$ cat config.mk
export PLATFORM = sky130hd
export DESIGN_NAME = sram_dp_be
export DESIGN_NICKNAME = d
export VERILOG_FILES = /design/src/rtl/sram_pkg.sv /design/src/rtl/sram_clear_seq.sv /design/src/rtl/sram_dp_be.sv
export SDC_FILE = /design/constraint.sdc
export NUM_CORES = 2
export LEC_CHECK = 0
export CAP_MARGIN = 40
export CORE_UTILIZATION = 30
export CTS_CLUSTER_SIZE = 25
export DETAILED_ROUTE_END_ITERATION = 10
export SYNTH_ARGS = -nofsm -noshare
export SYNTH_HDL_FRONTEND = slang
export SYNTH_SLANG_ARGS = --single-unit
$ cat constraint.sdc
create_clock -name clk -period 6.9 [get_ports clk]
set_input_delay 1.38 -clock clk [delete_from_list [all_inputs] [get_ports clk]]
set_output_delay 1.38 -clock clk [all_outputs]
set_load 0.05 [all_outputs]
$ cat src/rtl/sram_pkg.sv
// Shared types and helpers for the byte-enable dual-port SRAM.
// Holds the clear-sequencer state enum, legality checks and the lane-merge function.
package sram_pkg;

    typedef enum logic [0:0] {
        CLEAR = 1'b0,
        IDLE  = 1'b1
    } clr_state_t;

    localparam int MAX_DATA_WIDTH   = 256;
    localparam int MIN_READ_LATENCY = 1;
    localparam int MAX_READ_LATENCY = 2;

    function automatic bit widthsLegal(input int dataWidth, input int byteWidth);
        return (byteWidth > 0) && (dataWidth > 0) && (dataWidth <= MAX_DATA_WIDTH)
            && ((dataWidth % byteWidth) == 0);
    endfunction

    function automatic bit latencyLegal(input int readLatency);
        return (readLatency >= MIN_READ_LATENCY) && (readLatency <= MAX_READ_LATENCY);
    endfunction

    // Bit i takes the new value when the lane that owns it is enabled.
    function automatic logic [MAX_DATA_WIDTH-1:0] laneMerge(
        input logic [MAX_DATA_WIDTH-1:0] oldWord,
        input logic [MAX_DATA_WIDTH-1:0] newWord,
        input logic [MAX_DATA_WIDTH-1:0] be,
        input int                        byteWidth
    );
        logic [MAX_DATA_WIDTH-1:0] result;
        result = oldWord;
        if (byteWidth > 0) begin
            for (int i = 0; i < MAX_DATA_WIDTH; i++) begin
                if (be[i / byteWidth]) begin
                    result[i] = newWord[i];
                end
            end
        end
        return result;
    endfunction

endpackage

$ cat src/rtl/sram_clear_seq.sv
// Post-reset clear sequencer: walks every address writing zero, then reports ready.
// With CLEAR_ON_RESET=0 it comes out of reset already idle.
module sram_clear_seq
    import sram_pkg::*;
#(
    parameter int ADDR_WIDTH     = 8,
    parameter int CLEAR_ON_RESET = 1
) (
    input  logic                  i_clk,
    input  logic                  i_rst_n,
    output logic                  o_clr_we,
    output logic [ADDR_WIDTH-1:0] o_clr_addr,
    output logic                  o_ready
);

    localparam clr_state_t RESET_STATE = (CLEAR_ON_RESET != 0) ? CLEAR : IDLE;

    clr_state_t            r_state;
    clr_state_t            w_nextState;
    logic [ADDR_WIDTH-1:0] r_clrAddr;
    logic [ADDR_WIDTH-1:0] w_nextAddr;

    always_ff @(posedge i_clk or negedge i_rst_n) begin
        if (!i_rst_n) begin
            r_state   <= RESET_STATE;
            r_clrAddr <= '0;
        end else begin
            r_state   <= w_nextState;
            r_clrAddr <= w_nextAddr;
        end
    end

    // The last address is zeroed on the same edge that moves the FSM to IDLE.
    always_comb begin
        w_nextState = r_state;
        w_nextAddr  = r_clrAddr;
        case (r_state)
            CLEAR: begin
                if (&r_clrAddr) begin
                    w_nextState = IDLE;
                    w_nextAddr  = '0;
                end else begin
                    w_nextAddr = r_clrAddr + 1'b1;
                end
            end
            IDLE: begin
                w_nextState = IDLE;
            end
            default: begin
                w_nextState = RESET_STATE;
            end
        endcase
    end

    assign o_clr_we   = (r_state == CLEAR);
    assign o_clr_addr = r_clrAddr;
    assign o_ready    = (r_state == IDLE);

endmodule

$ cat src/rtl/sram_dp_be.sv
// Simple dual-port SRAM with byte-enable writes, 1- or 2-cycle registered reads,
// selectable read-during-write result and an optional post-reset zeroing pass.
module sram_dp_be
    import sram_pkg::*;
#(
    parameter int ADDR_WIDTH     = 8,
    parameter int DATA_WIDTH     = 16,
    parameter int BYTE_WIDTH     = 8,
    parameter int READ_LATENCY   = 1,
    parameter int RDW_NEW        = 0,
    parameter int CLEAR_ON_RESET = 1,
    parameter     INIT_FILE      = "",
    localparam int NUM_LANES     = DATA_WIDTH / BYTE_WIDTH
) (
    input  logic                  clk,
    input  logic                  rst_n,
    output logic                  ready,
    input  logic                  wr_en,
    input  logic [ADDR_WIDTH-1:0] wr_addr,
    input  logic [NUM_LANES-1:0]  wr_be,
    input  logic [DATA_WIDTH-1:0] wr_data,
    input  logic                  rd_en,
    input  logic [ADDR_WIDTH-1:0] rd_addr,
    output logic [DATA_WIDTH-1:0] rd_data,
    output logic                  rd_valid
);

    localparam int DEPTH = 2 ** ADDR_WIDTH;

    if (!widthsLegal(DATA_WIDTH, BYTE_WIDTH)) begin : g_badWidth
        $error("sram_dp_be: DATA_WIDTH must be a non-zero multiple of BYTE_WIDTH");
    end
    if (!latencyLegal(READ_LATENCY)) begin : g_badLatency
        $error("sram_dp_be: READ_LATENCY must be 1 or 2");
    end

    logic [DATA_WIDTH-1:0] r_mem [DEPTH];

    logic                  w_ready;
    logic                  w_clrWe;
    logic [ADDR_WIDTH-1:0] w_clrAddr;
    logic                  w_wrAccept;
    logic                  w_rdAccept;
    logic                  w_rdwHit;
    logic [DATA_WIDTH-1:0] w_wrMerged;
    logic [DATA_WIDTH-1:0] w_rdWord;
    logic                  r_rdValid1;
    logic [DATA_WIDTH-1:0] r_rdData1;

    sram_clear_seq #(
        .ADDR_WIDTH     (ADDR_WIDTH),
        .CLEAR_ON_RESET (CLEAR_ON_RESET)
    ) u_clearSeq (
        .i_clk      (clk),
        .i_rst_n    (rst_n),
        .o_clr_we   (w_clrWe),
        .o_clr_addr (w_clrAddr),
        .o_ready    (w_ready)
    );

    assign ready      = w_ready;
    assign w_wrAccept = w_ready & wr_en;
    assign w_rdAccept = w_ready & rd_en;
    assign w_rdwHit   = w_wrAccept && (wr_addr == rd_addr);

    assign w_wrMerged = DATA_WIDTH'(laneMerge(MAX_DATA_WIDTH'(r_mem[wr_addr]),
                                              MAX_DATA_WIDTH'(wr_data),
                                              MAX_DATA_WIDTH'(wr_be),
                                              BYTE_WIDTH));

    // A same-address read sees the merged word only when RDW_NEW is set.
    assign w_rdWord = ((RDW_NEW != 0) && w_rdwHit) ? w_wrMerged : r_mem[rd_addr];

    // Storage is deliberately unreset; only the clear pass zeroes it.
    always_ff @(posedge clk) begin
        if (w_clrWe) begin
            r_mem[w_clrAddr] <= '0;
        end else if (w_wrAccept) begin
            r_mem[wr_addr] <= w_wrMerged;
        end
    end

    always_ff @(posedge clk or negedge rst_n) begin
        if (!rst_n) begin
            r_rdValid1 <= 1'b0;
            r_rdData1  <= '0;
        end else begin
            r_rdValid1 <= w_rdAccept;
            if (w_rdAccept) begin
                r_rdData1 <= w_rdWord;
            end
        end
    end

    if (READ_LATENCY == 2) begin : g_lat2
        logic                  r_rdValid2;
        logic [DATA_WIDTH-1:0] r_rdData2;

        always_ff @(posedge clk or negedge rst_n) begin
            if (!rst_n) begin
                r_rdValid2 <= 1'b0;
                r_rdData2  <= '0;
            end else begin
                r_rdValid2 <= r_rdValid1;
                if (r_rdValid1) begin
                    r_rdData2 <= r_rdData1;
                end
            end
        end

        assign rd_valid = r_rdValid2;
        assign rd_data  = r_rdData2;
    end else begin : g_lat1
        assign rd_valid = r_rdValid1;
        assign rd_data  = r_rdData1;
    end

endmodule

* Yosys cells after proc, flatten, opt, wreduce, memory -nomap -nowiden *
Memories as Yosys holds them, arrays and structs flattened. A register that Yosys moved wholly into a read port is not among the register bits.
Cells that the tools add are included.

operators by class
  equal/unequal tests = 2
  reductions and logical operators = 5
  bitwise logic cells = 3
  add/sub/neg operators = 1
  muxes and demuxes = 26

operator list
  kind                   number
  $mux W1                21
  $mux W16               1
  $mux W8                2
  $reduce_or A16 Y1      1
  $add A8 B1 Y8 const B  1
  $reduce_and A8 Y1      1
  $reduce_and A2 Y1      2
  $and A1 B1 Y1          2
  $mux W2                1
  $ne A1 B1 Y1 const B   2
  $pmux W1 S2            1
  $logic_not A1 Y1       1
  $not A1 Y1             1

word-level totals
  bits in writable memories = 4096
  word-level logic and storage cells = 41
  register bits after elaboration = 10
  memories = 1
  output and inout bits = 18
  input bits = 38

memories
  memory  words  width  read ports  clocked after Yosys merged registers in  write ports  line              source
  r_mem   256    16     1           1                                        1            sram_dp_be.sv:37  logic [DATA_WIDTH-1:0] r_mem [DEPTH];

* Depth between registers and ports, before layout *
  depth in word-level cells = 7
  gate-level depth with buffers = 12
  mapped depth without buffers = 7

* Modules after synthesis *
From an unflattened synthesis, not the netlist that was laid out.

second synthesis, totals
  cell total of the unflattened synthesis = 7999
  area total of the unflattened synthesis = 161454.8 um^2

modules (own cells, without submodules)
  module          cells each  sequential area each (um^2)  times used  area an instance (um^2)
  sram_dp_be      7962        123423.4                     1           161029.4
  sram_clear_seq  37          225.2                        1           425.4

* Worst setup path before layout *
No wires, ideal clock.

  path kind = input to register
  from = input port wr_be[0]
  to = memory r_mem[0][10], data pin
  slack = 0.668 ns
  setup time = 0.870 ns
  data required time = 6.030 ns
  arrival = 5.362 ns
  path buffers = 2
  stages = 4
  cell sequence = o211a_1 clkbuf_1 clkbuf_1 and2_1

on the way
  word-level cells in the longest chain between the ends = 4

RTL lines
  what                         line              source
  from (decl)                  sram_dp_be.sv:20  input logic [NUM_LANES-1:0] wr_be,
  $ne A1 B1 Y1 (no line)       n/a
  $reduce_and A2 Y1 (no line)  n/a
  $reduce_or A16 Y1 (no line)  n/a
  $mux W16 (no line)           n/a
  to (decl)                    sram_dp_be.sv:37

Every way passes these cells.

* Final worst setup path *
  from = input port wr_en
  to = memory r_mem[101][8], enable pin

on the way
  word-level cells in the longest chain between the ends = 7
  elaborated cells on any way between the ends = 9
  those cells by class = mux: 5; bitwise: 1; reduce/logical: 3

RTL lines
  what                                                 line              source
  from (decl)                                          sram_dp_be.sv:18  input logic wr_en,
  $and A1 B1 Y1 *                                      sram_dp_be.sv:62  assign w_wrAccept = w_ready & wr_en;
  $mux W1 *                                            sram_dp_be.sv:78  end else if (w_wrAccept) begin
  $mux W1 *                                            sram_dp_be.sv:76  if (w_clrWe) begin
  $mux W1 (implied by the code) *                      sram_dp_be.sv:79  r_mem[wr_addr] <= w_wrMerged;
  $reduce_and A2 Y1 (no line)                          n/a
  $reduce_or A16 Y1 (no line)                          n/a
  $mux W8 (no line) / $mux W2 (equally long branches)  n/a

Mark *: on every way between the ends. The rest lies on a longest branch, timed or not.

==> impl_metrics.toml <==
[drt]
avgViaCountPerCell = 5.26
first_iter_violations = 10800
route.vias.total = 82500
wl_per_cell_um = 28.5
antenna_left = 0
drcViolationCount = 12
first_pass_iters = 9
drt-total-wl_mm = 447

[synth]
synthCells = 7921
synth_area_per_cell_um2 = 20.4
synth.distinct_cells = 85
synth_area_um2 = 161000
ys_seq_elements = 4122
synth_top_area_share_pct = 76.2
synthArstFlopShare_pct = 0.631
synthFlopType = "edfxtp_1"
synth_nets = 7960
ys_seq_area_share_pct = 76.6
synth_area_leaders = "edfxtp_1 76%, mux4_2 9.8%, mux2i_1 3.5%, nor2_1 1.3%, buf_6 0.71%"
yosys_warnings = 0
synth_edf_count = 4096
synth.largest_area_cell = "edfxtp_1"

[worst_setup_path]
regToRegSetupSlack_ns = 2.76
cp-end-kind = "register"
reg2reg_from = "u_clearSeq.o_ready"
startpoint_type = "input port"
crit_start = "wr_en"
path_class = "in2reg"
arrival_ns = 4.98
path_max_fanout = 18
worstPathRequired_ns = 7.42

[sta]
finalSetupTns_ns = 0
rsz0062_at_grt = "false"
period_minus_slack_ns = 4.45
setup_viol = 0
final_hold_viol_count = 0
fmax_ghz = 0.225
report.final.slew_viol_count = 0
relSlewSlack_pct = 19.7
tightestPinTransition_ns = 1.20
finClkSkew_ns = 0.0639
post-route-period-util_pct = 64.6

[floorplan]
die_area_um2 = 541000
core.rowCount = 269
core_um2 = 536000
initial_core_util_pct = 30.1
die_h_um = 736
io_pins = 56
die_x_um = 736

[cts]
ctsHoldBuffers = 0
worstSkewPairLatency_ns = 0.93
htree_levels = 5
clk_pin_slew_worst_paths_ns = 0.07
cts_setup_buffers = 0
cts_sinks = 4122
cts-root-buf = "clkbuf_16"
cts_tree = "yes"
cts_made_buffers = 397
clock_path_buffers = 4
cts.repair.resized = 0

[grt]
grt_max_degree = 167
grt.overflow.total = 0
antenna_found_initial = 31
grt_pass1_vias = 83000
grt_pass1_wl_mm = 628
grt_use_total_pct = 16.0

[place]
dp_hpwl_mm = 282
postPlaceCellArea_um2 = 170000
port_buffers = 55
gp_congestion = 0.851

[power]
total_power_mw = 49.8
ir_worst_vdd_mv = 0.202
power_density_nw_per_um2 = 272
cellLeakagePower_nw = 46.8

[run_status]
violations = "DRC"
outcome = "complete, but fails checks"

[min_path]
hp-class = "in2async"

[cells_and_area]
layout_common_cells = "4096 x edfxtp_1, 703 x mux4_2, 572 x mux2i_1"
drive_gt1_share_pct = 19.9
n_fill_cell = 49400
layout_commonest_cell = "edfxtp_1"
design_area_um2 = 183000
area_growth_pct = 13.4
seqCellArea_um2 = 124000
multi_input_area_um2 = 34100
finalNetCount = 8230
final_util_pct = 34.1

[run]
maxCapViolCount = 0
==> sequential cells by signal, summed over array words and instances, names as in the netlist <==
register               flops
r_mem                   4096
rd_data                   16
rd_valid                   1
u_clearSeq.o_clr_addr      8
u_clearSeq.o_ready         1
==> synth_stat cells, types with 20 or more instances <==
library cell and instances:
a2111oi_0 20, a211oi_1 56, a21oi_1 124, a221oi_1 36, a22oi_1 142, and2_1 20
buf_2 80, buf_4 75, buf_6 102, buf_8 38, clkbuf_1 147, dfrtp_1 26
edfxtp_1 4096, mux2_2 49, mux2i_1 572, mux4_1 37, mux4_2 703, nand2_1 218
nand3_1 91, nand3b_1 21, nand4_1 24, nor2_1 545, nor3_1 55, o21ai_0 92
o221ai_1 128, o22ai_1 158
==> stage by stage <==
stage                     setup slack, ns  hold slack [ns]  std cells
after detailed placement             1.61            0.566      15000
after global placement              0.891            0.556      14900
after global routing                 2.38            0.596      15700
final                                2.45            0.590      15700
after floorplan                     0.668            0.502       7921
after CTS                            2.58            0.573      15700
==> logic make-up (layout without fill, tap and decap cells) <==
group,after synthesis,in the layout,synth area share (%)
DFF,4122,4122,76.6
muxes,1361,1361,14.3
and+or+nand+nor,1056,1056,2.86
AOI/OAI and AO/OA,873,873,3.83
buffers and inverters,504,1091,2.38
xor gates and xnor gates,4,4,0.0217
adders and majority gates,1,1,0.00775
other,0,8,0
==> worst paths after layout <==
| path | to | cells past startpoint |
|---|---|---|
| min in group clk | u_clearSeq.o_clr_addr[6] | 1 |
| max reg2reg | r_mem[101][8] | 5 |
| max in group asynchronous | rd_data[15] | 2 |
| min | rd_data[5] | 2 |
| min reg2reg | u_clearSeq.o_clr_addr[6] | 1 |
| max | r_mem[101][8] | 6 |
==> area by class of cell <==
class	count	share of cell area, %
antenna	8	0.0109
clock inverter	255	1.21
timing repair buffer	360	2.03
tap	7181	4.91
clock buffer	461	5.66
inverter	15	0.0349
multi-input combinational	3295	18.6
sequential	4122	67.5
==> power by group <==
part | switching [mW] | internal (mW) | leakage [nW]
registers | 0 | 27.1 | 28.6
logic | 0.917 | 0.451 | 12.0
clock network | 9.34 | 12.0 | 6.16
==> critical path: stages <==
cell and delay, ns:
clkdlybuf4s50_1 0.54, o211a_1 0.64, nand3b_1 0.23, nand2_1 0.57, nand2_1 0.71, nor2_1 0.86
==> layer usage <==
metal / vias up / GRT usage [%] / wire length (µm)
met5: - / 0 / 310
met4: 4 / 5.74 / 17500
met3: 700 / 2.77 / 39100
met2: 4346 / 25.9 / 212000
met1: 44000 / 21.6 / 178000
li1: 33500 / - / -
No activity file was read; power rests on OpenSTA's default activity.
